[src/rtl/noc_pkg.sv]
// Shared definitions for the NoC source interface and the mesh router:
// head-flit layout, packetizer states and the flit bundle.
package noc_pkg;

    localparam int TAG_LSB  = 0;
    localparam int LEN_LSB  = 8;
    localparam int SRC_LSB  = 16;
    localparam int DEST_LSB = 24;

    // Default build widths of the flit bundle exchanged with the router
    localparam int FLIT_W_DEF = 64;
    localparam int DEST_W_DEF = 3;

    typedef enum logic {
        IDLE = 1'b0,
        BODY = 1'b1
    } pkt_state_e;

    typedef struct packed {
        logic [FLIT_W_DEF-1:0] data;
        logic                  valid;
        logic                  last;
        logic [DEST_W_DEF-1:0] dest;
    } flit_t;

    function automatic int dest_w(input int nodes);
        return (nodes > 1) ? $clog2(nodes) : 1;
    endfunction

endpackage

[src/rtl/noc_packetizer_if.sv]
// Message-in / flit-out bundle of one packetizer; the slave modport is the
// packetizer itself, the master modport is the attached node plus router.
interface noc_packetizer_if
    import noc_pkg::*;
#(
    parameter int NODES      = 6,
    parameter int FLIT_WIDTH = 64,
    parameter int MAX_BEATS  = 16,
    parameter int CREDITS    = 4
);
    localparam int DEST_W = dest_w(NODES);
    localparam int LEN_W  = $clog2(MAX_BEATS + 1);
    localparam int CW     = $clog2(CREDITS + 1);

    logic                  hdr_valid;
    logic                  hdr_ready;
    logic [DEST_W-1:0]     hdr_dest;
    logic [LEN_W-1:0]      hdr_len;
    logic [7:0]            hdr_tag;
    logic                  pl_valid;
    logic                  pl_ready;
    logic [FLIT_WIDTH-1:0] pl_data;
    logic                  flit_valid;
    logic [FLIT_WIDTH-1:0] flit_data;
    logic                  flit_last;
    logic [DEST_W-1:0]     flit_dest;
    logic                  credit_return;
    logic [CW-1:0]         credit_count;
    logic                  err_len;
    logic                  err_credit;
    logic                  busy;

    modport slave (
        input  hdr_valid, hdr_dest, hdr_len, hdr_tag,
        output hdr_ready,
        input  pl_valid, pl_data,
        output pl_ready,
        output flit_valid, flit_data, flit_last, flit_dest,
        input  credit_return,
        output credit_count, err_len, err_credit, busy
    );

    modport master (
        output hdr_valid, hdr_dest, hdr_len, hdr_tag,
        input  hdr_ready,
        output pl_valid, pl_data,
        input  pl_ready,
        input  flit_valid, flit_data, flit_last, flit_dest,
        output credit_return,
        input  credit_count, err_len, err_credit, busy
    );

endinterface

[src/rtl/noc_credit_counter.sv]
// Credit counter for one downstream buffer: starts full, consume takes a
// credit, credit_return gives one back; an overflowing return is flagged.
module noc_credit_counter #(
    parameter  int CREDITS = 4,
    localparam int CW      = $clog2(CREDITS + 1)
) (
    input  logic          clk,
    input  logic          rst_n,
    input  logic          consume,
    input  logic          credit_return,
    output logic [CW-1:0] count,
    output logic          nonzero,
    output logic          err_credit
);

    localparam logic [CW-1:0] FULL = CW'(CREDITS);

    logic [CW-1:0] count_q, count_d;
    logic          err_q, err_d;

    always_comb begin
        count_d = count_q;
        err_d   = 1'b0;
        // A simultaneous consume and return cancel out
        unique case ({consume, credit_return})
            2'b10: begin
                if (count_q != '0) count_d = count_q - CW'(1);
            end
            2'b01: begin
                if (count_q == FULL) err_d = 1'b1;
                else                 count_d = count_q + CW'(1);
            end
            default: ;
        endcase
    end

    always_ff @(posedge clk or negedge rst_n) begin
        if (!rst_n) begin
            count_q <= FULL;
            err_q   <= 1'b0;
        end else begin
            count_q <= count_d;
            err_q   <= err_d;
        end
    end

    assign count      = count_q;
    assign nonzero    = (count_q != '0);
    assign err_credit = err_q;

endmodule

[src/rtl/noc_packetizer.sv]
// Source-side network interface: turns a header plus payload words into a
// head flit and body flits, paced by credits from the router input buffer.
module noc_packetizer
    import noc_pkg::*;
#(
    parameter int NODES      = 6,
    parameter int FLIT_WIDTH = 64,
    parameter int SRC_ID     = 0,
    parameter int MAX_BEATS  = 16,
    parameter int CREDITS    = 4
) (
    input  logic            clk,
    input  logic            rst_n,
    noc_packetizer_if.slave bus
);

    localparam int DEST_W = dest_w(NODES);
    localparam int LEN_W  = $clog2(MAX_BEATS + 1);
    localparam int CW     = $clog2(CREDITS + 1);

    function automatic logic [FLIT_WIDTH-1:0] head_flit(
        input logic [7:0]        tag,
        input logic [LEN_W-1:0]  len,
        input logic [DEST_W-1:0] dest
    );
        logic [FLIT_WIDTH-1:0] f;
        f                 = '0;
        f[TAG_LSB  +: 8]  = tag;
        f[LEN_LSB  +: 8]  = 8'(len);
        f[SRC_LSB  +: 8]  = 8'(SRC_ID);
        f[DEST_LSB +: 8]  = 8'(dest);
        return f;
    endfunction

    pkt_state_e            state_q, state_d;
    logic [LEN_W-1:0]      beats_left_q, beats_left_d;
    logic                  flit_valid_q, flit_valid_d;
    logic                  flit_last_q, flit_last_d;
    logic [FLIT_WIDTH-1:0] flit_data_q, flit_data_d;
    logic [DEST_W-1:0]     flit_dest_q, flit_dest_d;
    logic                  err_len_q, err_len_d;

    logic          credits_nz;
    logic [CW-1:0] credit_count;
    logic          err_credit;
    logic          hdr_fire, pl_fire, len_bad, hdr_ok, consume;

    assign bus.hdr_ready = (state_q == IDLE) && credits_nz;
    assign bus.pl_ready  = (state_q == BODY) && credits_nz;

    assign hdr_fire = bus.hdr_valid && bus.hdr_ready;
    assign pl_fire  = bus.pl_valid && bus.pl_ready;
    assign len_bad  = bus.hdr_len > LEN_W'(MAX_BEATS);
    assign hdr_ok   = hdr_fire && !len_bad;
    // Rejected headers never reach the router, so they cost no credit
    assign consume  = hdr_ok || pl_fire;

    always_comb begin
        state_d      = state_q;
        beats_left_d = beats_left_q;
        flit_valid_d = 1'b0;
        flit_last_d  = flit_last_q;
        flit_data_d  = flit_data_q;
        flit_dest_d  = flit_dest_q;
        err_len_d    = hdr_fire && len_bad;

        if (hdr_ok) begin
            flit_valid_d = 1'b1;
            flit_data_d  = head_flit(bus.hdr_tag, bus.hdr_len, bus.hdr_dest);
            flit_last_d  = (bus.hdr_len == '0);
            flit_dest_d  = bus.hdr_dest;
            if (bus.hdr_len != '0) begin
                state_d      = BODY;
                beats_left_d = bus.hdr_len;
            end
        end

        if (pl_fire) begin
            flit_valid_d = 1'b1;
            flit_data_d  = bus.pl_data;
            flit_last_d  = (beats_left_q == LEN_W'(1));
            beats_left_d = beats_left_q - LEN_W'(1);
            if (beats_left_q == LEN_W'(1)) state_d = IDLE;
        end
    end

    always_ff @(posedge clk or negedge rst_n) begin
        if (!rst_n) begin
            state_q      <= IDLE;
            beats_left_q <= '0;
            flit_valid_q <= 1'b0;
            flit_last_q  <= 1'b0;
            flit_data_q  <= '0;
            flit_dest_q  <= '0;
            err_len_q    <= 1'b0;
        end else begin
            state_q      <= state_d;
            beats_left_q <= beats_left_d;
            flit_valid_q <= flit_valid_d;
            flit_last_q  <= flit_last_d;
            flit_data_q  <= flit_data_d;
            flit_dest_q  <= flit_dest_d;
            err_len_q    <= err_len_d;
        end
    end

    noc_credit_counter #(
        .CREDITS(CREDITS)
    ) u_credits (
        .clk          (clk),
        .rst_n        (rst_n),
        .consume      (consume),
        .credit_return(bus.credit_return),
        .count        (credit_count),
        .nonzero      (credits_nz),
        .err_credit   (err_credit)
    );

    assign bus.flit_valid   = flit_valid_q;
    assign bus.flit_data    = flit_data_q;
    assign bus.flit_last    = flit_last_q;
    assign bus.flit_dest    = flit_dest_q;
    assign bus.credit_count = credit_count;
    assign bus.err_len      = err_len_q;
    assign bus.err_credit   = err_credit;
    assign bus.busy         = (state_q != IDLE);

endmodule
[src/flat_wrapper.sv]
// flat-port wrapper written by rule: the top's interface ports become plain ports
module noc_packetizer_flat import noc_pkg::*;
#(
    parameter int NODES      = 6,
    parameter int FLIT_WIDTH = 64,
    parameter int SRC_ID     = 0,
    parameter int MAX_BEATS  = 16,
    parameter int CREDITS    = 4
)
  (clk, rst_n, bus_hdr_valid, bus_hdr_dest, bus_hdr_len, bus_hdr_tag, bus_hdr_ready, bus_pl_valid, bus_pl_data, bus_pl_ready, bus_flit_valid, bus_flit_data, bus_flit_last, bus_flit_dest, bus_credit_return, bus_credit_count, bus_err_len, bus_err_credit, bus_busy);
  noc_packetizer_if #(.NODES(NODES), .FLIT_WIDTH(FLIT_WIDTH), .MAX_BEATS(MAX_BEATS), .CREDITS(CREDITS)) bus_i ();
  input  logic clk;
  input  logic rst_n;
  input wire logic [$bits(bus_i.hdr_valid)-1:0] bus_hdr_valid;
  input wire logic [$bits(bus_i.hdr_dest)-1:0] bus_hdr_dest;
  input wire logic [$bits(bus_i.hdr_len)-1:0] bus_hdr_len;
  input wire logic [$bits(bus_i.hdr_tag)-1:0] bus_hdr_tag;
  output wire logic [$bits(bus_i.hdr_ready)-1:0] bus_hdr_ready;
  input wire logic [$bits(bus_i.pl_valid)-1:0] bus_pl_valid;
  input wire logic [$bits(bus_i.pl_data)-1:0] bus_pl_data;
  output wire logic [$bits(bus_i.pl_ready)-1:0] bus_pl_ready;
  output wire logic [$bits(bus_i.flit_valid)-1:0] bus_flit_valid;
  output wire logic [$bits(bus_i.flit_data)-1:0] bus_flit_data;
  output wire logic [$bits(bus_i.flit_last)-1:0] bus_flit_last;
  output wire logic [$bits(bus_i.flit_dest)-1:0] bus_flit_dest;
  input wire logic [$bits(bus_i.credit_return)-1:0] bus_credit_return;
  output wire logic [$bits(bus_i.credit_count)-1:0] bus_credit_count;
  output wire logic [$bits(bus_i.err_len)-1:0] bus_err_len;
  output wire logic [$bits(bus_i.err_credit)-1:0] bus_err_credit;
  output wire logic [$bits(bus_i.busy)-1:0] bus_busy;
  assign bus_i.hdr_valid = bus_hdr_valid;
  assign bus_i.hdr_dest = bus_hdr_dest;
  assign bus_i.hdr_len = bus_hdr_len;
  assign bus_i.hdr_tag = bus_hdr_tag;
  assign bus_hdr_ready = bus_i.hdr_ready;
  assign bus_i.pl_valid = bus_pl_valid;
  assign bus_i.pl_data = bus_pl_data;
  assign bus_pl_ready = bus_i.pl_ready;
  assign bus_flit_valid = bus_i.flit_valid;
  assign bus_flit_data = bus_i.flit_data;
  assign bus_flit_last = bus_i.flit_last;
  assign bus_flit_dest = bus_i.flit_dest;
  assign bus_i.credit_return = bus_credit_return;
  assign bus_credit_count = bus_i.credit_count;
  assign bus_err_len = bus_i.err_len;
  assign bus_err_credit = bus_i.err_credit;
  assign bus_busy = bus_i.busy;
  noc_packetizer #(.NODES(NODES), .FLIT_WIDTH(FLIT_WIDTH), .SRC_ID(SRC_ID), .MAX_BEATS(MAX_BEATS), .CREDITS(CREDITS)) u_core (.clk(clk), .rst_n(rst_n), .bus(bus_i));
endmodule
[config.mk]
export PLATFORM = sky130hd
export DESIGN_NAME = noc_packetizer_flat
export DESIGN_NICKNAME = d
export VERILOG_FILES = /design/src/rtl/noc_pkg.sv /design/src/rtl/noc_packetizer_if.sv /design/src/rtl/noc_credit_counter.sv /design/src/rtl/noc_packetizer.sv /design/src/flat_wrapper.sv
export SDC_FILE = /design/constraint.sdc
export NUM_CORES = 1
export LEC_CHECK = 0
export CELL_PAD_IN_SITES_DETAIL_PLACEMENT = 1
export CELL_PAD_IN_SITES_GLOBAL_PLACEMENT = 2
export CORE_MARGIN = 2
export CORE_UTILIZATION = 27
export CTS_BUF_LIST = sky130_fd_sc_hd__clkbuf_4
export DETAILED_ROUTE_END_ITERATION = 7
export PLACE_DENSITY_LB_ADDON = 0.1
export SYNTH_ARGS = -nofsm -noshare
export SYNTH_HDL_FRONTEND = slang
export SYNTH_HIERARCHICAL = 1
export SYNTH_SLANG_ARGS = --single-unit
[constraint.sdc]
create_clock -name clk -period 7.4 [get_ports clk]
set_input_delay 1.48 -clock clk [delete_from_list [all_inputs] [get_ports clk]]
set_output_delay 1.48 -clock clk [all_outputs]
set_load 0.05 [all_outputs]
==> flow_summary.yaml <==
outcome:
  status: "finished, final reports clean"
clock_network:
  cts_setup_buffers: 0
  clk_pin_slew_ns: 0.12
  cts_buffer_depth: 2
  cts.repair.resized: 0
  clkSinkCount: 80
  cts_tree: "yes"
  cts_buffers: 9
  hold_buffers: 0
  clockRootBuffer: "clkbuf_4"
  clk_latency_ns: 0.44
  cts.htree.levels: 3
pwr:
  ir_drop_v: 0.0001923
  p_leak_uw: 0.002247
  power_density_mw_per_mm2: 518.0
worst_setup_path:
  critical_path.top_delay_family: "buffers and inverters"
  cp_slowest_cell: "clkdlybuf4s50_1"
  cp.required_ns: 5.92
  path_class: "reg2out"
  cp_cell_sequence: "or3_1, and2_1, clkdlybuf4s50_1"
  crit_path_end: "bus_pl_ready"
  crit_path_max_fanout: 6
  cp-end-kind: "primary output"
  cp.depth: 3
  ff2ff_setup_slack_ns: 4.42
  rr_worst_depth: 9
  crit_path_start_kind: "register"
  r2r-end: "u_core/u_credits/count[2]"
  r2r-start: "u_core/u_credits/count[0]"
  cp.buffers_inverters: 1
  worst_ep_arrival_time_ns: 2.31
  crit_start: "u_core/u_credits/count[0]"
  slowest_delay_ns: 0.70
yosys:
  synth-seq-cells: 80
  avgSynthCellArea_sq_um: 12.72
  synth_top_cell_by_area: "dfrtp_1"
  syn_area_sq_mm: 0.003244
  synth.area.top_cells: "dfrtp_1 61%, a22o_1 13%, mux2i_1 3.1%"
  ys_seq_area_share_pct: 61.74
  synthTopCellsByCount: "79 x dfrtp_1, 49 x a22o_1, 17 x nor2_1"
  syn_nets: 343
  synth_most_common_cell: "dfrtp_1"
  synth_top_cell_area_share_pct: 60.93
  netlist_instances: 255
  yosysUniqueCellTypes: 40
  synth-edff-count: 0
  yosys_warnings: 6
  synth_ff_type: "dfrtp_1"
  synth-async-reset-ratio_pct: 100.0
timing:
  min_period_over_period_pct: 51.23
  finalHoldViolCount: 0
  fin_skew_ns: 0.01345
  finalSetupViolCount: 0
  fmaxAchievable_ghz: 0.2638
  finalWorstSetupSlack_ns: 3.609
  rsz0062_at_grt: "false"
  worst_slew_pin_slew_ns: 0.7454
  min_period_ns: 3.791
  slew_headroom_pct: 50.30
  tns_ns: 0
  finalMaxSlewViolations: 0
floorplan:
  core_region_area_sq_mm: 0.01186
  initial_core_util_pct: 27.35
  num_rows: 40
  die_y_microns: 113.6
  chipWidth_microns: 113.6
  die-area_sq_mm: 0.01291
  io_pins: 162
cells_and_area:
  nNetsFinal: 503
  area_delta_synth_final_pct: 56.42
  diodes: 0
  finalInstanceArea_sq_mm: 0.005075
  drive_above_1_share_pct: 5.276
placement:
  port-buffer-count: 161
  place.gp.congestion: 0.7438
  hpwlAfterDp_mm: 7.093
  pre_cts_slack_ns: 3.475
  placed_area_sq_mm: 0.004987
routing:
  drt_iter0_markers: 114
  drc_errors: 0
  route.detailed.wl_per_inst_microns: 17.71
  vias_per_cell: 4.844
  ant_nets: 0
  wirelength_mm: 9.987
  num_vias: 2732
  detail_route.first_pass.iterations: 4
global_route:
  grt_pass1_vias: 3015
  grt_max_degree: 68
  grt-ovfl-total: 0
  antenna_found_initial: 0
  grt_pass1_wl_mm: 16.33
  track_usage_pct: 16.45
job:
  cap_violations: 0
min_path:
  hp-class: "reg2reg"
  hold_depth: 1
-- cells in the final DEF, fill, tap and decap left out, types with 2 or more instances in the layout --
| cell type | instances |
|---|---|
| clkinv_1 | 2 |
| a22o_1 | 49 |
| nand2b_1 | 2 |
| nand3b_1 | 2 |
| mux2i_1 | 10 |
| o21a_2 | 2 |
| nor2_1 | 17 |
| nand2_1 | 13 |
| dfrtp_1 | 79 |
| a21o_1 | 3 |
| xor2_1 | 3 |
| buf_4 | 4 |
| o21ai_0 | 4 |
| or3_1 | 2 |
| ha_1 | 2 |
| inv_1 | 6 |
| and3_1 | 4 |
| clkbuf_4 | 10 |
| clkdlybuf4s50_1 | 160 |
| a221o_1 | 7 |
| a21oi_1 | 3 |
| o22ai_1 | 2 |
| a221oi_1 | 4 |
| o21ai_1 | 8 |
-- how the worst min path moves through the flow --
stage | from | end | slack [ns]
detailed placement | u_core/bus.flit_dest[0] | u_core/bus.flit_dest[0] | 0.47
floorplan | u_core/beats_left_q[1] | u_core/beats_left_q[1] | 0.51
global placement | u_core/bus.flit_dest[1] | u_core/bus.flit_dest[1] | 0.46
global route | u_core/bus.flit_data[13] | u_core/bus.flit_data[13] | 0.53
CTS | u_core/bus.flit_dest[0] | u_core/bus.flit_dest[0] | 0.50
finish | u_core/bus.flit_dest[0] | u_core/bus.flit_dest[0] | 0.49
-- metal layers --
metal  up-vias  wire (microns)  track usage, %
met3        15             812           6.004
met4         0             191           7.073
met1      1366            4287           20.58
li1       1265               -               -
met2        86            4697           25.71
met5         -               0               0
-- power by group --
part / internal (uW) / leakage [uW] / total, uW / switching (uW)
Combinational: 584 / 0.00120 / 1640 / 1060
Sequential: 643 / 0.000991 / 779 / 136
Clock: 64.9 / 0.0000531 / 210 / 145
-- registers in the layout, summed over array words and instances (netlist names) --
name                         cells
u_core/beats_left_q              5
u_core/bus.busy                  1
u_core/bus.err_len               1
u_core/bus.flit_data            64
u_core/bus.flit_dest             3
u_core/bus.flit_last             1
u_core/bus.flit_valid            1
u_core/u_credits/count           3
u_core/u_credits/err_credit      1
-- logic make-up after synthesis --
group	Yosys count	synth area share (%)
DFF	80	61.74
and+or+nand+nor	49	7.752
AOI/OAI and AO/OA	88	21.94
xor gates and xnor gates	4	1.080
buffers and inverters	21	3.008
adders and majority gates	3	1.388
muxes	10	3.085
-- cell type report --
class	instances	area (sq um)
clock inverters	3	12.51
multi-input cells	154	1146
repair buffers	164	1632
well taps	147	183.9
flip-flops and latches	80	2003
fillers	1284	6787
inverters	6	22.52
clock buffers	10	75.07
-- metrics by stage --
stage,hold slack (ns),utilization [%],std cells,total power (uW)
floorplan,0.5099,-,255,1863
global placement,0.4623,42.05,551,2428
detailed placement,0.4694,42.05,551,2443
CTS,0.4954,42.78,564,2669
global route,0.5317,42.78,564,2788
finish,0.4885,42.78,564,2629
-- worst reg2reg max path: stages (launching register included) --
cell     delay [ns]
dfrtp_1        0.49
or3_1          0.48
nand3_2        0.39
o21a_2         0.23
inv_1          0.11
nor2b_2        0.16
inv_1          0.09
fa_1           0.43
or3_1          0.39
a22oi_1        0.15
(Power assumes the default switching activity.)
==> patch 1: new RTL, same flow settings <==
`DEST_LSB`: 24 -> 12.
--- a/src/rtl/noc_pkg.sv
+++ b/src/rtl/noc_pkg.sv
@@ -7,3 +7,3 @@
     localparam int SRC_LSB  = 16;
-    localparam int DEST_LSB = 24;
+    localparam int DEST_LSB = 12;
 
Behaviour: not the same (a bounded check fails within 4 cycles, from zero or initial values and one cycle with rst_n low).
==> patch 1 against the original RTL <==
- count of clock-buffer cells in the layout fell by 1
- wire length is 0.60% lower
- synthesized area grew 0.23%
- non-clock buffer count decreased by 1
- fmax rose by 0.36%
- design area increased by 0.22%
- total power grew 0.48%
- die area up 0.22%
- clock power up 11%
- critical path depth unchanged
- utilization up 0.095 points
- setup slack better by 0.013 ns
- sequential cell count stayed put
- critical endpoint unchanged
- largest power group unchanged
==> patch 1: results (changes against the original RTL) <==
- Static Leak: 2.25 nW (about the same)
- Leading cell types by total area after synthesis: dfrtp_1, a22o_1, mux2i_1, a221o_1, nor2_1 (unchanged)
- Hold-critical path endpoint: u_core/bus.flit_dest[0]$_DFFE_PN0N_ (unchanged)
- Instance count after placement with tap cells included: 548 (was 551)
- Global-route wire length before repair: 16000 µm (was 16300 µm)
- Via count of the first global-routing pass: 3070 (was 3015)
- Yosys cell types: 39 (was 40)
- Crit Reg-Reg Endpoint: u_core/u_credits/count[2]$_DFFE_PN1P_ (unchanged)
- Mean routed wirelength per cell: 17.6 µm (was 17.7 µm)
- Clock-pin slew reported for the worst setup and hold paths after clock tree synthesis: 0.14 ns (was 0.12 ns)
- Number of flip-flops under the largest register name: 64 (unchanged)
- Cell class contributing the biggest share of worst-path delay: buffers and inverters (unchanged)
- Post-CTS setup buffer count: 0 (unchanged)
- Sequential element share of the synthesized area: 61.6% (was 61.7%)
- Outcome: complete, no violations (unchanged)
- Average via count per standard cell: 4.85 (was 4.84)
- Pin count of the biggest net entering global routing: 69 (was 68)
- Buffers added on ports: 161 (unchanged)
- Largest stage delay on the critical path: 0.70 ns (about the same)
- Most frequent cells after synthesis: dfrtp_1, a22o_1, nor2_1, nand2_1 (unchanged)
- Pre-antenna DRT Iters: 4 (unchanged)
- Tightest slew margin relative to the limit: 20.6% (was 50.3%)
- Maximum fanout along the worst path: 6 (unchanged)
- Post-synthesis net count: 342 (was 343)
- Clock latency on the worst-skew pair: 0.44 ns (about the same)
- Iter 0 DRT Violations: 149 (was 114)
- Total routing resource utilization after global routing: 16.1% (was 16.4%)
- Final weighted congestion of routability-driven global placement: 0.725 (was 0.744)
- CTS H-tree depth: 3 (unchanged)
- Number of inserted filler cells in the final layout: 1313 (was 1284)
- Mapped Avg Cell Area: 12.8 µm² (was 12.7 µm²)
- Worst hold-check path type: reg -> reg (unchanged)
- Number of antenna violations at the first check in global routing: 0 (unchanged)
- Number of gates resized after cts: 0 (unchanged)
- Worst Reg2Reg Path Length in Cells: 9 (unchanged)
- Worst hold margin: 0.493 ns (was 0.489 ns)
- Inserted Diodes: 0 (unchanged)
- Largest voltage drop on the vdd net: 0.000186 V (was 0.000192 V)
- Sum of net half-perimeters after detailed placement: 6800 µm (was 7090 µm)
- Clock Skews: 0.0158 ns (was 0.0134 ns)
- Non-filler cells in the finished layout: 564 (unchanged)
- Fraction of layout cells with a size suffix above 1: 5.76% (was 5.28%)
- Total Nets Final: 500 (was 503)
- Setup slack, reg-to-reg: 4.37 ns (was 4.42 ns)
## patch 1: power breakdown
group	internal (W)	switching, W	total, W
Combinational	0.000580	0.00105	0.00163
Clock	0.0000690	0.000165	0.000234
Sequential	0.000642	0.000132	0.000774
## patch 1: worst max-delay path by stage
stage / startpoint / end / slack (ns)
2_1_floorplan: bus_hdr_len[2] / u_core/u_credits/count[1]$_DFFE_PN0P_ / 4.08
3_3_place_gp: bus_pl_valid / u_core/u_credits/count[2]$_DFFE_PN1P_ / 3.52
3_5_place_dp: bus_pl_valid / u_core/u_credits/count[2]$_DFFE_PN1P_ / 3.41
4_1_cts: u_core/u_credits/count[0]$_DFFE_PN0P_ / bus_pl_ready / 3.58
5_1_grt: u_core/u_credits/count[0]$_DFFE_PN0P_ / bus_pl_ready / 3.53
6_report: u_core/u_credits/count[0]$_DFFE_PN0P_ / bus_pl_ready / 3.62
## patch 1: cell type report
cell class	instances	area, µm²	area share, %
clock buffer	9	67.6	1.33
timing repair buffer	163	1620	31.9
inverter	6	22.5	0.443
clock inverter	7	46.3	0.910
multi-input combinational	152	1140	22.4
sequential	80	2000	39.4
tap	147	184	3.62
## patch 1: kinds of logic (layout without fill, tap and decap cells)
family / Yosys count / after routing / share of synthesized area [%]
AOI/OAI and AO/OA: 88 / 88 / 21.9
DFF: 80 / 80 / 61.6
and+or+nand+nor: 47 / 47 / 7.50
buffers and inverters: 22 / 185 / 3.46
muxes: 10 / 10 / 3.08
xor gates and xnor gates: 4 / 4 / 1.08
adders and majority gates: 3 / 3 / 1.39
## patch 1: metrics by stage
stage | worst slack [ns] | instance area, µm² | power [W]
after floorplan | 4.08 | 3250 | 0.00187
after global placement | 3.52 | 4970 | 0.00242
after detailed placement | 3.41 | 4970 | 0.00243
after CTS | 3.58 | 5090 | 0.00268
after global routing | 3.53 | 5090 | 0.00280
final | 3.62 | 5090 | 0.00264
## patch 1: worst register-to-register path, stage by stage (launching register included)
cell	delay, ns
dfrtp_1	0.49
or3_1	0.47
nand3_2	0.40
o21a_2	0.24
inv_1	0.11
nor2b_2	0.17
inv_1	0.10
fa_1	0.43
or3_1	0.39
a22oi_1	0.16
## patch 1: per-layer routing
layer	part of all wire [%]	vias up	track usage (%)
li1	-	1265	-
met2	45	108	25.0
met3	8.6	10	6.16
met4	1.5	0	6.59
met1	45	1351	20.4
met5	0	-	0
==> patch 2: new RTL, same settings <==
Made on the original files. Make the reset (`rst_n`) synchronous in 2 clocked blocks.
--- a/src/rtl/noc_credit_counter.sv
+++ b/src/rtl/noc_credit_counter.sv
@@ -36,3 +36,3 @@
 
-    always_ff @(posedge clk or negedge rst_n) begin
+    always_ff @(posedge clk) begin
         if (!rst_n) begin
--- a/src/rtl/noc_packetizer.sv
+++ b/src/rtl/noc_packetizer.sv
@@ -86,3 +86,3 @@
 
-    always_ff @(posedge clk or negedge rst_n) begin
+    always_ff @(posedge clk) begin
         if (!rst_n) begin
Check against the original RTL: differs if rst_n is asserted again (counterexample within 4 cycles, from zero or initial values and one cycle with rst_n low); with rst_n held inactive, the same outputs for 10 cycles.
==> patch 2 against the original RTL <==
- synthesized area grew 1.0%
- setup slack lost 0.77 ns
- register-to-register slack lost 0.57 ns
- non-clock buffer count is the same
- sequential share of layout area shrank 8.0 points
- sequential cell count is the same
- first-iteration DRC count grew 72%
- design area grew 0.35%
- die area grew 0.96%
- wire length grew 8.3%
- critical endpoint is now u_core/u_credits/count[2]$_SDFFE_PN1P_
- largest cell class is now non-clock buffers
Power is not compared: it rests on default switching activity, and its combinational part moved more than twofold at a synthesized area within 25%.
==> patch 2: results (changes against the original RTL) <==
- Clock Skews: 0.0196 ns (was 0.0134 ns)
- Most common flop cell mapped by yosys: dfxtp_1 (was dfrtp_1)
- Leading cell types by total area after synthesis: dfxtp_1, a22oi_1, nor2_1, nand2_1, a311oi_2 (was dfrtp_1, a22o_1, mux2i_1, a221o_1, nor2_1)
- Data arrival at the endpoint of the critical path: 4.87 ns (was 2.31 ns)
- Number of inserted filler cells in the final layout: 1408 (was 1284)
- Sum of net half-perimeters after detailed placement: 7540 µm (was 7090 µm)
- Mean routed wirelength per cell: 16.7 µm (was 17.7 µm)
- Clock latency on the worst-skew pair: 0.46 ns (was 0.44 ns)
- Pin count of the biggest net entering global routing: 57 (was 68)
- Via count of the first global-routing pass: 3249 (was 3015)
- Multiplexer fraction of the synthesized cell area: 0.993% (was 3.09%)
- Tightest slew margin relative to the limit: 48.9% (was 50.3%)
- Non-filler cells in the finished layout: 649 (was 564)
- Total routing resource utilization after global routing: 16.7% (was 16.4%)
- Post-DP Area: 4950 µm² (was 4990 µm²)
- Instance count after placement with tap cells included: 633 (was 551)
- Sequential element share of the synthesized area: 48.9% (was 61.7%)
- Outcome: complete, no violations (unchanged)
- Post-synthesis net count: 437 (was 343)
- Maximum fanout along the worst path: 50 (was 6)
- Iter 0 DRT Violations: 196 (was 114)
- Final weighted congestion of routability-driven global placement: 0.757 (was 0.744)
- Startpoint of the worst register-to-register path: u_core/u_credits/count[1]$_SDFFE_PN0P_ (was u_core/u_credits/count[0]$_DFFE_PN0P_)
- Type of the worst setup path: in -> reg (was reg -> out)
- Share of synthesized cell area in full adder, half adder and majority cells: 1.15% (was 1.39%)
- Critical path origin: bus_hdr_len[4] (was u_core/u_credits/count[0]$_DFFE_PN0P_)
- Startpoint of the lowest-slack hold path: u_core/bus.flit_dest[0]$_SDFFE_PN0N_ (was u_core/bus.flit_dest[0]$_DFFE_PN0N_)
- Number of instances in the synthesized netlist: 349 (was 255)
- Average via count per standard cell: 4.89 (was 4.84)
- Total Nets Final: 585 (was 503)
- Global-route wire length before repair: 17000 µm (was 16300 µm)
- Yosys cell types: 51 (was 40)
- Fraction of layout cells with a size suffix above 1: 8.76% (was 5.28%)
==> patch 2: layer usage <==
layer	GRT usage [%]	share of wire, %
met3	5.08	7.5
met2	26.3	45
met5	0	0
met1	21.2	46
met4	7.07	1.8
==> patch 2: where the power goes <==
group | switching [W] | internal, W
combinational | 0.000191 | 0.000126
clock | 0.000158 | 0.000110
sequential | 0.0000221 | 0.000458
total | 0.000371 | 0.000694
==> patch 2: area by class of cell <==
class	instances	area, µm²	area share, %
Clock buffer	11	82.6	1.62
Clock inverter	5	57.6	1.13
Inverter	6	22.5	0.442
Multi-Input combinational cell	236	1510	29.7
Sequential cell	80	1600	31.4
Tap cell	147	184	3.61
Timing Repair Buffer	164	1630	32.1
==> patch 2: critical path: cells and delay by family <==
| kind | cells | cell delay, ns |
|---|---|---|
| AO/OA/AOI/OAI | 4 | 0.64 |
| adder cells (fa/ha/maj) | 1 | 0.24 |
| XOR/XNOR | 1 | 0.08 |
| AND/OR/NAND/NOR | 2 | 0.85 |
| buffers and inverters | 3 | 1.54 |
==> patch 2: stage by stage <==
step                      setup slack, ns  hold WS, ns  power (W)  util (%)
after floorplan                      3.62        0.448   0.000685         -
after global placement               2.44        0.442   0.000804      41.6
after detailed placement             2.35        0.457   0.000809      41.6
after CTS                            2.84        0.477    0.00108      42.8
after global routing                 2.64        0.489    0.00112      42.8
final                                2.84        0.472    0.00107      42.8
==> patch 2: final timing paths <==
path | end | slack [ns] | depth (start not counted)
setup reg to reg | u_core/u_credits/count[2]$_SDFFE_PN1P_ | 3.85 | 10
hold reg to reg | u_core/bus.flit_dest[0]$_SDFFE_PN0N_ | 0.47 | 2
setup / recovery | u_core/u_credits/count[2]$_SDFFE_PN1P_ | 2.84 | 11
hold / removal | u_core/bus.flit_dest[0]$_SDFFE_PN0N_ | 0.47 | 2
